<file path="src/rtl/plot_scheduler_pkg.sv">
// Shared constants and state encoding for the VGA plot-port scheduler.
package plot_scheduler_pkg;

    localparam int unsigned REQ_P1    = 0;
    localparam int unsigned REQ_P2    = 1;
    localparam int unsigned REQ_P3    = 2;
    localparam int unsigned REQ_P4    = 3;
    localparam int unsigned REQ_TIMER = 4;
    localparam int unsigned N_REQ     = REQ_TIMER + 1;

    localparam int unsigned WIDTH  = 160;
    localparam int unsigned HEIGHT = 120;
    localparam int unsigned XW     = 8;
    localparam int unsigned YW     = 7;
    localparam int unsigned CW     = 3;
    localparam int unsigned PTR_W  = $clog2(N_REQ);

    typedef enum logic {
        ARB   = 1'b0,
        CLEAR = 1'b1
    } state_t;

endpackage

</file>
<file path="src/rtl/plot_scheduler_rr_arbiter.sv">
// Combinational round-robin arbiter: search starts one past rr_ptr and wraps at N_REQ-1.
module rr_arbiter
    import plot_scheduler_pkg::*;
(
    input  logic [N_REQ-1:0] req,
    input  logic [PTR_W-1:0] rr_ptr,
    output logic [N_REQ-1:0] gnt,
    output logic [PTR_W-1:0] winner,
    output logic             valid
);

    localparam int unsigned SW = PTR_W + 1;

    logic [SW-1:0]    sum;
    logic [PTR_W-1:0] idx;

    always_comb begin
        gnt    = '0;
        winner = '0;
        valid  = 1'b0;
        sum    = '0;
        idx    = '0;
        for (int unsigned k = 0; k < N_REQ; k++) begin
            sum = {1'b0, rr_ptr} + SW'(k + 1);
            if (sum >= SW'(N_REQ)) begin
                sum = sum - SW'(N_REQ);
            end
            idx = sum[PTR_W-1:0];
            if (!valid && req[idx]) begin
                valid    = 1'b1;
                gnt[idx] = 1'b1;
                winner   = idx;
            end
        end
    end

endmodule

</file>
<file path="src/rtl/plot_scheduler.sv">
// Shares the vga_adapter plot port between players/timer and a full-screen clear sweep.
module plot_scheduler
    import plot_scheduler_pkg::*;
(
    input  logic                  CLOCK_50,
    input  logic                  resetn,
    input  logic [N_REQ-1:0]      req,
    input  logic [N_REQ*XW-1:0]   req_x,
    input  logic [N_REQ*YW-1:0]   req_y,
    input  logic [N_REQ*CW-1:0]   req_colour,
    output logic [N_REQ-1:0]      gnt,
    input  logic                  clear_start,
    input  logic [CW-1:0]         clear_colour,
    output logic                  busy,
    output logic [XW-1:0]         x,
    output logic [YW-1:0]         y,
    output logic [CW-1:0]         colour,
    output logic                  plot,
    output logic                  drop_err
);

    state_t           state_q, state_d;
    logic [PTR_W-1:0] rr_ptr_q, rr_ptr_d;
    logic [XW-1:0]    sx_q, sx_d;
    logic [YW-1:0]    sy_q, sy_d;
    logic [CW-1:0]    clr_col_q, clr_col_d;
    logic [XW-1:0]    x_q, x_d;
    logic [YW-1:0]    y_q, y_d;
    logic [CW-1:0]    col_q, col_d;
    logic             plot_q, plot_d;
    logic             busy_q, busy_d;
    logic             drop_q, drop_d;

    logic [N_REQ-1:0] arb_gnt;
    logic [PTR_W-1:0] arb_win;
    logic             arb_valid;
    logic [XW-1:0]    sel_x;
    logic [YW-1:0]    sel_y;
    logic [CW-1:0]    sel_col;
    logic             sel_in_range;
    logic             sweep_last;
    logic             sweep_x_last;

    rr_arbiter u_arb (
        .req    (req),
        .rr_ptr (rr_ptr_q),
        .gnt    (arb_gnt),
        .winner (arb_win),
        .valid  (arb_valid)
    );

    assign sel_x        = req_x[32'(arb_win) * XW +: XW];
    assign sel_y        = req_y[32'(arb_win) * YW +: YW];
    assign sel_col      = req_colour[32'(arb_win) * CW +: CW];
    assign sel_in_range = (sel_x < XW'(WIDTH)) && (sel_y < YW'(HEIGHT));
    assign sweep_x_last = (sx_q == XW'(WIDTH - 1));
    assign sweep_last   = sweep_x_last && (sy_q == YW'(HEIGHT - 1));

    // State register
    always_ff @(posedge CLOCK_50 or negedge resetn) begin
        if (!resetn) begin
            state_q <= ARB;
        end else begin
            state_q <= state_d;
        end
    end

    // Next state: clear_start beats any pending request
    always_comb begin
        state_d = state_q;
        case (state_q)
            ARB:     if (clear_start) state_d = CLEAR;
            CLEAR:   if (sweep_last)  state_d = ARB;
            default: state_d = ARB;
        endcase
    end

    // Grant, sweep counters and next values of the registered plot outputs
    always_comb begin
        gnt       = '0;
        rr_ptr_d  = rr_ptr_q;
        sx_d      = sx_q;
        sy_d      = sy_q;
        clr_col_d = clr_col_q;
        x_d       = x_q;
        y_d       = y_q;
        col_d     = col_q;
        plot_d    = 1'b0;
        drop_d    = 1'b0;
        busy_d    = (state_d == CLEAR);
        case (state_q)
            ARB: begin
                if (clear_start) begin
                    clr_col_d = clear_colour;
                    sx_d      = '0;
                    sy_d      = '0;
                    x_d       = '0;
                    y_d       = '0;
                    col_d     = clear_colour;
                    plot_d    = 1'b1;
                end else if (arb_valid && resetn) begin
                    gnt      = arb_gnt;
                    rr_ptr_d = arb_win;
                    x_d      = sel_x;
                    y_d      = sel_y;
                    col_d    = sel_col;
                    plot_d   = sel_in_range;
                    drop_d   = !sel_in_range;
                end
            end
            CLEAR: begin
                if (sweep_last) begin
                    sx_d = '0;
                    sy_d = '0;
                end else begin
                    if (sweep_x_last) begin
                        sx_d = '0;
                        sy_d = sy_q + YW'(1);
                    end else begin
                        sx_d = sx_q + XW'(1);
                    end
                    x_d    = sx_d;
                    y_d    = sy_d;
                    col_d  = clr_col_q;
                    plot_d = 1'b1;
                end
            end
            default: ;
        endcase
    end

    always_ff @(posedge CLOCK_50 or negedge resetn) begin
        if (!resetn) begin
            rr_ptr_q  <= PTR_W'(N_REQ - 1);
            sx_q      <= '0;
            sy_q      <= '0;
            clr_col_q <= '0;
            x_q       <= '0;
            y_q       <= '0;
            col_q     <= '0;
            plot_q    <= 1'b0;
            busy_q    <= 1'b0;
            drop_q    <= 1'b0;
        end else begin
            rr_ptr_q  <= rr_ptr_d;
            sx_q      <= sx_d;
            sy_q      <= sy_d;
            clr_col_q <= clr_col_d;
            x_q       <= x_d;
            y_q       <= y_d;
            col_q     <= col_d;
            plot_q    <= plot_d;
            busy_q    <= busy_d;
            drop_q    <= drop_d;
        end
    end

    assign x        = x_q;
    assign y        = y_q;
    assign colour   = col_q;
    assign plot     = plot_q;
    assign busy     = busy_q;
    assign drop_err = drop_q;

endmodule
</file>
<file path="config.mk">
export PLATFORM = sky130hd
export DESIGN_NAME = plot_scheduler
export DESIGN_NICKNAME = d
export VERILOG_FILES = /design/src/rtl/plot_scheduler_pkg.sv /design/src/rtl/plot_scheduler_rr_arbiter.sv /design/src/rtl/plot_scheduler.sv
export SDC_FILE = /design/constraint.sdc
export NUM_CORES = 1
export LEC_CHECK = 0
export CAP_MARGIN = 20
export CORE_AREA = 5 5 109 111
export CTS_CLUSTER_DIAMETER = 150
export DETAILED_ROUTE_END_ITERATION = 8
export DIE_AREA = 0 0 114 116
export GPL_TIMING_DRIVEN = 0
export PLACE_DENSITY_LB_ADDON = 0.12
export SYNTH_ARGS = -nofsm -noshare
export SYNTH_HDL_FRONTEND = slang
export SYNTH_HIERARCHICAL = 1
export SYNTH_SLANG_ARGS = --single-unit
</file>
<file path="constraint.sdc">
create_clock -name CLOCK_50 -period 9.8 [get_ports CLOCK_50]
set_clock_uncertainty 0.1 [all_clocks]
set_input_delay 1.96 -clock CLOCK_50 [delete_from_list [all_inputs] [get_ports CLOCK_50]]
set_output_delay 1.96 -clock CLOCK_50 [all_outputs]
set_load 0.02 [all_outputs]
</file>
Word level (Yosys, flattened, before mapping)
Index checks and enable logic that the tools add are counted.
- bits in registers: 42
- bits of input ports: 101
- output and inout bits: 26
- word-level logic and storage cells: 147
- add/subtract/negate cells: 12
- $mul: 2
- order comparisons: 17
- equality and inequality tests: 5
- shift-type cells: 3
- muxes and demuxes: 72
- bitwise operators: 6
- reduce and logical (&&, ||, !) cells: 20
- operators with widths (kind ; count):
    $mux 8 ; 6
    $mux 7 ; 6
    $mux 5 ; 8
    $shiftx 40x7->8 ; 1
    $mux 3 ; 13
    $shiftx 35x7->7 ; 1
    $pmux 8 s2 ; 2
    $pmux 7 s2 ; 2
    $mux 1 ; 22
    $ge 4x3->1 const B ; 5
    $lt 3x4->1 const B ; 5
    $or 5x5->5 ; 4
    $bmux 1 s3 ; 5
    $demux 1 s3 ; 5
    $ge 3x1->1 const B ; 5
    $shiftx 15x6->3 ; 1
    $sub 3x3->3 const B ; 5
    $logic_and 1x1->1 ; 12
    $add 3x2->4 const B ; 2
    $add 3x3->4 const B ; 2
    $add 8x1->8 const B ; 1
    $eq 8x8->1 const B ; 1
    $lt 8x8->1 const B ; 1
    $add 7x1->7 const B ; 1
    13 further kinds ; 21

Longest topological paths before layout
Gate-level depths: netlist of run 1.
- depth after elaboration: 26
- depth in mapped cells: 24
- mapped depth without buffers: 18

Cells and area by module
Netlist of run 1, hierarchy kept.
- modules (own cells, without submodules) (module ; instances ; cells an instance ; area an instance (um^2) ; seq. area each (um^2)):
    plot_scheduler ; 1 ; 317 ; 3064.2 ; 1052.3
    rr_arbiter ; 1 ; 181 ; 1231.2 ; 0.0

Worst setup path after synthesis of run 1
Ideal clock, no wire load.
- path type: input port to output port
- from: input req[1]
- to: output gnt[0]
- arrival: 4.007 ns
- required time: 7.740 ns
- path slack: 3.733 ns
- stages: 9
- buffers on the path: 2
- cell sequence: o31ai_1 o221ai_1 and3_1 buf_6 or4_1 buf_2 or4_1 o211ai_1 and2_1
- elaborated cells on any way between the ends: 36
- classes of those cells: mux (23); bitwise (4); reduce/logical (9)
- RTL lines (what ; line ; text):
    start, declared ; plot_scheduler.sv:7 ; input logic [N_REQ-1:0] req,
    $bmux 1 s3 ; plot_scheduler_rr_arbiter.sv:29 ; if (!valid && req[idx]) begin
    $mux 1 (not written as such) ; plot_scheduler_rr_arbiter.sv:29 ;
    $mux 1 ; plot_scheduler_rr_arbiter.sv:29 ;
    $logic_not 1->1 ; plot_scheduler_rr_arbiter.sv:29 ;
    $logic_and 1x1->1 ; plot_scheduler_rr_arbiter.sv:29 ;
    $mux 1 ; plot_scheduler_rr_arbiter.sv:29 ;
    $logic_not 1->1 ; plot_scheduler_rr_arbiter.sv:29 ;
    $logic_and 1x1->1 ; plot_scheduler_rr_arbiter.sv:29 ;
    [... 3 more ...] ; -- ;
    $mux 1 ; plot_scheduler_rr_arbiter.sv:29 ;
    $logic_not 1->1 ; plot_scheduler_rr_arbiter.sv:29 ;
    $logic_and 1x1->1 ; plot_scheduler_rr_arbiter.sv:29 ;
    $mux 5 * ; plot_scheduler_rr_arbiter.sv:29 ;
    net arb_gnt[0] ; plot_scheduler.sv:34 ; logic [N_REQ-1:0] arb_gnt;
    $mux 5 * ; plot_scheduler.sv:101 ; end else if (arb_valid && resetn) begin
    $mux 5 * ; plot_scheduler.sv:93 ; if (clear_start) begin
    $mux 5 * ; plot_scheduler.sv:91 ; case (state_q)
    end, declared ; plot_scheduler.sv:11 ; output logic [N_REQ-1:0] gnt,
The timed path passes the listed nets; every way through them passes the cells marked *. The select of a mux whose other input is x is not followed.

Worst setup path in the final report of run 1
- from: input req[0]
- to: output gnt[0]
The elaborated chain is that of the path after synthesis.

==> results of run 1 <==
-- cell usage after synthesis, types with 4 or more instances --
cell,count,area (µm²)
a221oi_1,4,35.0
mux4_2,11,248
a31oi_1,5,31.3
nand4_1,7,43.8
buf_4,5,37.5
buf_2,14,70.1
o22a_1,5,43.8
nand3_1,14,70.1
nor2b_1,11,68.8
dfrtp_1,41,1030
nor2_1,41,154
and3_1,7,43.8
o21ai_0,33,165
a22oi_1,10,75.1
xnor2_1,14,123
inv_1,14,52.6
nand2_1,42,158
a21oi_1,32,160
nor3_1,13,65.1
and2_1,9,56.3
buf_6,7,78.8
mux2_2,12,135
o31ai_1,11,82.6
nand2b_1,4,25.0
nor3b_1,4,30.0
clkbuf_1,9,33.8
o211ai_1,8,60.1
ha_1,12,150
mux2i_1,23,230
-- power breakdown --
group | leakage (nW) | switching (mW) | total (mW) | internal [mW]
Clock | 0.0472 | 0.0655 | 0.122 | 0.0568
Combinational | 1.77 | 0.892 | 1.66 | 0.764
Sequential | 0.514 | 0.0512 | 0.278 | 0.226
-- layout make-up --
class / instances / area (µm²) / share of cell area (%)
Tap cell: 140 / 175 / 3.00
Clock inverter: 2 / 12.5 / 0.214
Multi-Input combinational cell: 403 / 2940 / 50.3
Timing Repair Buffer: 127 / 1280 / 21.8
Sequential cell: 42 / 1050 / 18.0
Inverter: 15 / 56.3 / 0.964
Buffer: 38 / 249 / 4.26
Clock buffer: 6 / 82.6 / 1.41
-- worst paths after layout --
path,endpoint,slack [ps],cells after the start,startpoint
max,gnt[0],2460,12,req[0]
min,x[5]$_DFFE_PN0P_,410,1,x[5]$_DFFE_PN0P_
max reg2reg,y[2]$_DFFE_PN0P_,4060,20,rr_ptr_q[2]$_DFFE_PN1P_
min reg2reg,x[5]$_DFFE_PN0P_,410,1,x[5]$_DFFE_PN0P_
max in group asynchronous,rr_ptr_q[2]$_DFFE_PN1P_,7660,2,resetn
min in group asynchronous,sy_q[6]$_DFFE_PN0P_,1410,1,resetn
-- per-stage QoR --
| step | cells | power (mW) | area [µm²] | setup slack, ps |
|---|---|---|---|---|
| floorplan | 498 | 1.51 | 4300 | 3730 |
| global placement | 764 | 1.91 | 5730 | 2120 |
| detailed placement | 765 | 1.92 | 5750 | 2480 |
| CTS | 773 | 2.05 | 5840 | 2450 |
| global route | 773 | 2.22 | 5840 | 2260 |
| finish | 773 | 2.06 | 5840 | 2460 |
-- worst max-delay path, cell delays in order --
cell,delay (ps)
clkdlybuf4s50_1,530
nand2_1,120
mux2i_1,100
o21ai_1,170
o211ai_1,200
nand2b_1,270
or4_1,480
buf_2,170
or4_1,410
o211ai_1,110
and2_1,140
clkdlybuf4s50_1,600
-- routing by layer --
| metal | part of all wire, % | wire length (µm) | vias up | global-route usage (%) |
|---|---|---|---|---|
| met5 | 0.090 | 13 | - | 0 |
| met4 | 1.7 | 240 | 2 | 5.30 |
| met1 | 42 | 6150 | 2150 | 28.5 |
| li1 | - | - | 2130 | - |
| met3 | 4.8 | 697 | 20 | 2.82 |
| met2 | 51 | 7410 | 130 | 37.4 |
-- flip-flops by register name, summed over array words and instances, names as in the netlist --
register	cells
busy	1
clr_col_q	3
colour	3
drop_err	1
plot	1
rr_ptr_q	3
sx_q	8
sy_q	7
x	8
y	7
-- kinds of logic after synthesis --
| logic type | count (synthesis) |
|---|---|
| and+or+nand+nor | 171 |
| muxes | 48 |
| adders and majority gates | 13 |
| xor gates and xnor gates | 17 |
| buffers and inverters | 53 |
| DFF | 42 |
| AOI/OAI and AO/OA | 154 |
==> qor.yml, run 1 <==
status: "finished, final reports clean"
grt_pass1_wl_um: 23000
syn_nets: 612
via_per_inst: 5.73
grt_start_max_net_pins: 36
min_path_type: "reg -> reg"
rows: 38
synth_cell_types: 76
gp_congestion: 0.836
finalHoldViolCount: 0
antenna_found_initial: 1
slew_headroom_pct: 51.9
p_leak_nw: 2.33
synth_cells: 498
cts.sink_count: 42
cap_violations: 0
clk_pin_slew_ps: 90
syn_area_per_cell_um2: 8.63
final_common_cell: "clkdlybuf4s50_1"
final_nets: 746
dr.first_iter.drc_count: 208
drc: 0
syn_to_final_growth_pct: 36.0
core_area_um2: 10700
synth_edf_count: 0
die_h_um: 116
maxSlewViolCount: 0
htree_num_levels: 2
nFillCells: 1022
portBuffers: 126
syn_area_um2: 4300
hpwl_um: 11700
dieArea_um2: 13200
synthSimpleGateAreaFrac_pct: 20.9
synthXorXnorAreaFrac_pct: 3.47
worst-path-max-fanout: 7
routed_wl_um: 14500
worst_pin_slew_ps: 717
endpoint_kind: "output pin"
cp.required_ps: 7740
cts_hold_buf: 0
tns_ps: 0
wire_per_inst_um: 18.8
num_io_pins: 127
drtPass1Iterations: 5
yosys_warnings: 6
critPathLaunchType: "input pin"
dieWidth_um: 114
fin_crit_sh_pct: 74.9
grt_pass1_vias: 4496
n_antenna_cell: 0
numCtsBuffers: 5
seq_area_frac_synth_pct: 24.5
start_util_pct: 40.2
crit_type: "in -> out"
synth_adder_area_share_pct: 3.96
cts_resized: 0
async_flop_share_pct: 100
clk-insertion-delay-late_ps: 300
vias: 4432
final_cell_mix: "clkdlybuf4s50_1 (125), nand2_1 (42), nor2_1 (41), dfrtp_1 (41), o21ai_0 (33)"
grt.overflow.total: 0
rsz0062_at_grt: "no"
post-route-util_pct: 54.6
timing.hold.ws_ps: 407
tritoncts: "done"
synth_compound_area_share_pct: 25.2
layout-drive-gt1-share_pct: 12.8
ys.flop_type: "dfrtp_1"
ir_worst_vdd_v: 0.000284
postCtsSetupBuffers: 0
synth-seq-cells: 42
synth_mux_area_share_pct: 14.9
cts_buffer_depth: 2
grt_usage_pct: 21.5
fmax_mhz: 136
worstPathArrival_ps: 5280
clockRootBuffer: "clkbuf_8"
cellPowerDensity_nw_per_um2: 352
drt.antenna.violating_nets: 0
synth_top_family_by_area: "compound AO/OA/AOI/OAI gates"
min_period_ps: 7340
setup-violations-final: 0
(Power assumes the default switching activity.)
==> run 2, diff against run 1 <==
==> constraint.sdc (replaced) <==
create_clock -name CLOCK_50 -period 6 [get_ports CLOCK_50]
set_clock_uncertainty 0.1 [all_clocks]
set_input_delay 1.2 -clock CLOCK_50 [delete_from_list [all_inputs] [get_ports CLOCK_50]]
set_output_delay 1.2 -clock CLOCK_50 [all_outputs]
set_load 0.02 [all_outputs]
==> run 2 against run 1 <==
Net effect:
- global-route usage increased by 0.20 points
- first-iteration DRC count grew 44%
- clock-buffer cell count unchanged
- cell area rose by 1.8%
- critical endpoint unchanged
- utilization is 0.99 points higher
==> qor.yml, run 2 (synthesis results as in run 1) <==
cp.required_ps: 4700  # -3040 ps
layout-drive-gt1-share_pct: 15.1  # +2.3 points
dieWidth_um: 114  # unchanged
p_int_mw: 1.75  # +67%
final_cell_mix: "clkdlybuf4s50_1 (120), nand2_1 (42), nor2_1 (40), dfrtp_1 (40), o21ai_0 (33)"
numCtsBuffers: 5  # unchanged
die_h_um: 116  # unchanged
placed_cells: 765  # unchanged
syn_to_final_growth_pct: 38.5
drt.antenna.violating_nets: 0  # unchanged
fin_crit_sh_pct: 96.6
drc: 0  # unchanged
endpoint_kind: "output pin"
num_io_pins: 127  # unchanged
via_per_inst: 5.77  # +0.68%
cts_buffer_depth: 2  # unchanged
grt_usage_pct: 21.7  # +0.20 points
maxSlewViolCount: 0  # unchanged
p_sw_share_pct: 48.7  # -0.33 points
p_leak_nw: 2.42  # +3.8%
clockRootBuffer: "clkbuf_8"
finalHoldViolCount: 0  # unchanged
dieArea_um2: 13200  # unchanged
dr.first_iter.drc_count: 299  # +44%
rr_startpoint: "rr_ptr_q[0]$_DFFE_PN0P_"
core_area_um2: 10700  # unchanged
crit_type: "reg -> out"
start_util_pct: 40.2  # unchanged
clk_pin_slew_ps: 90  # about the same
antenna_found_initial: 1  # unchanged
grt_pass1_wl_um: 23200  # +0.99%
min_path_type: "reg -> reg"
hpwl_um: 11700  # unchanged
rows: 38  # unchanged
wire_per_inst_um: 18.8  # about the same
final_nets: 755  # +1.2%
p_sw_mw: 1.67  # +65%
cap_violations: 0  # unchanged
pwr-share-comb_pct: 81.0  # +0.5 points
place_area_um2: 5750  # unchanged
grt_start_max_net_pins: 36  # unchanged
grt_pass1_vias: 4542  # +1.0%
worstPathArrival_ps: 4500  # -780 ps
final_common_cell: "clkdlybuf4s50_1"
status: "finished, final reports clean"
p_seq_share_pct: 13.2  # -0.3 points
cts.sink_count: 42  # unchanged
worst-path-max-fanout: 12  # +5
route.layer.met1.wl_um: 6150  # unchanged
worst_pin_slew_ps: 714  # -2.81 ps
setup-violations-final: 0  # unchanged
slew_headroom_pct: 52.1  # +0.19 points
ir_worst_vdd_v: 0.000463  # +63%
htree_num_levels: 2  # unchanged
n_antenna_cell: 0  # unchanged
vias: 4514  # +1.9%
tritoncts: "done"
fmax_mhz: 173
gp_congestion: 0.836  # unchanged
pre_cts_slack_ps: -131  # -2610 ps
min_period_ps: 5800
fin_cells: 782  # +1.2%
drtPass1Iterations: 5  # unchanged
post-route-util_pct: 55.6  # +0.99 points
grt.overflow.total: 0  # unchanged
critPathLaunchType: "flop"
met3_length_um: 700  # +0.43%
routed_wl_um: 14700  # +1.1%
routed-wl-met2_um: 7510  # +1.4%
setup_ws_ps: 205  # -2250 ps
portBuffers: 126  # unchanged
clk-insertion-delay-late_ps: 300  # about the same
nFillCells: 1017  # -0.49%
routed.top_layer: "met5"
timing.hold.ws_ps: 407  # -0.0120 ps
startpoint: "rr_ptr_q[0]$_DFFE_PN0P_"
cellPowerDensity_nw_per_um2: 575  # +63%
cts_hold_buf: 0  # unchanged
clkPwrFrac_pct: 5.8  # about the same
tns_ps: 0  # unchanged
hold_start: "x[5]$_DFFE_PN0P_"
total_power_mw: 3.42  # +66%
fin_area_um2: 5950  # +1.8%
[run 2: cell types whose count changed in the layout (fill, tap and decap cells not counted), sizes merged]
cell | before | now
dlygate4sd2 | 0 | 2
clkdlybuf4s50 | 125 | 120
dlymetal6s2s | 0 | 2
clkbuf | 16 | 17
buf | 30 | 39
[run 2: final timing paths]
kind | end | slack [ps] | cells past startpoint
max in group asynchronous | rr_ptr_q[2]$_DFFE_PN1P_ | 4620 | 2
min in group asynchronous | sx_q[6]$_DFFE_PN0P_ | 650 | 1
min | x[5]$_DFFE_PN0P_ | 410 | 1
max reg2reg | y[2]$_DFFE_PN0P_ | 570 | 22
max | gnt[0] | 200 | 18
min reg2reg | x[5]$_DFFE_PN0P_ | 410 | 1
[run 2: timing repair]
action / in CTS / in global routing
resized for setup: 10 / 7
pin swaps: 0 / 2
buffers inserted: 3 / 6
hold endpoints to repair: 0 / 0
endpoints found under the setup margin: 5 / 5
[run 2: layout make-up]
class                      instances  area (µm²)  area share [%]
timing repair buffer             136        1340            22.5
buffer                            38         251            4.23
inverter                          15        56.3           0.947
clock inverter                     2        12.5           0.210
multi-input combinational        403        2980            50.0
clock buffer                       6        82.6            1.39
sequential                        42        1050            17.7
tap                              140         175            2.94
[run 2: critical path, stage by stage, from the launching register on]
cell	delay, ps
dfrtp_1	410
buf_4	200
inv_2	50
buf_6	150
ha_1	200
ha_1	260
buf_2	190
a21oi_4	220
mux2i_4	300
mux2i_2	270
o21ai_1	100
and3_1	210
buf_6	140
or4_1	490
buf_2	170
or4_1	410
o211ai_1	110
and2_1	150
clkbuf_2	160
[run 2: power by group through the flow]
stage	logic, mW	registers [mW]	clock network (mW)
after global placement	2.67	0.453	0
final	2.77	0.452	0.199
after floorplan	1.98	0.489	0
after detailed placement	2.68	0.458	0
after CTS	2.73	0.455	0.200
after global routing	3.01	0.466	0.211
[run 2: metal layers]
layer	vias up	track usage, %
met2	146	38.0
met3	25	2.87
met5	-	0
met4	2	5.70
met1	2192	28.4
li1	2149	-
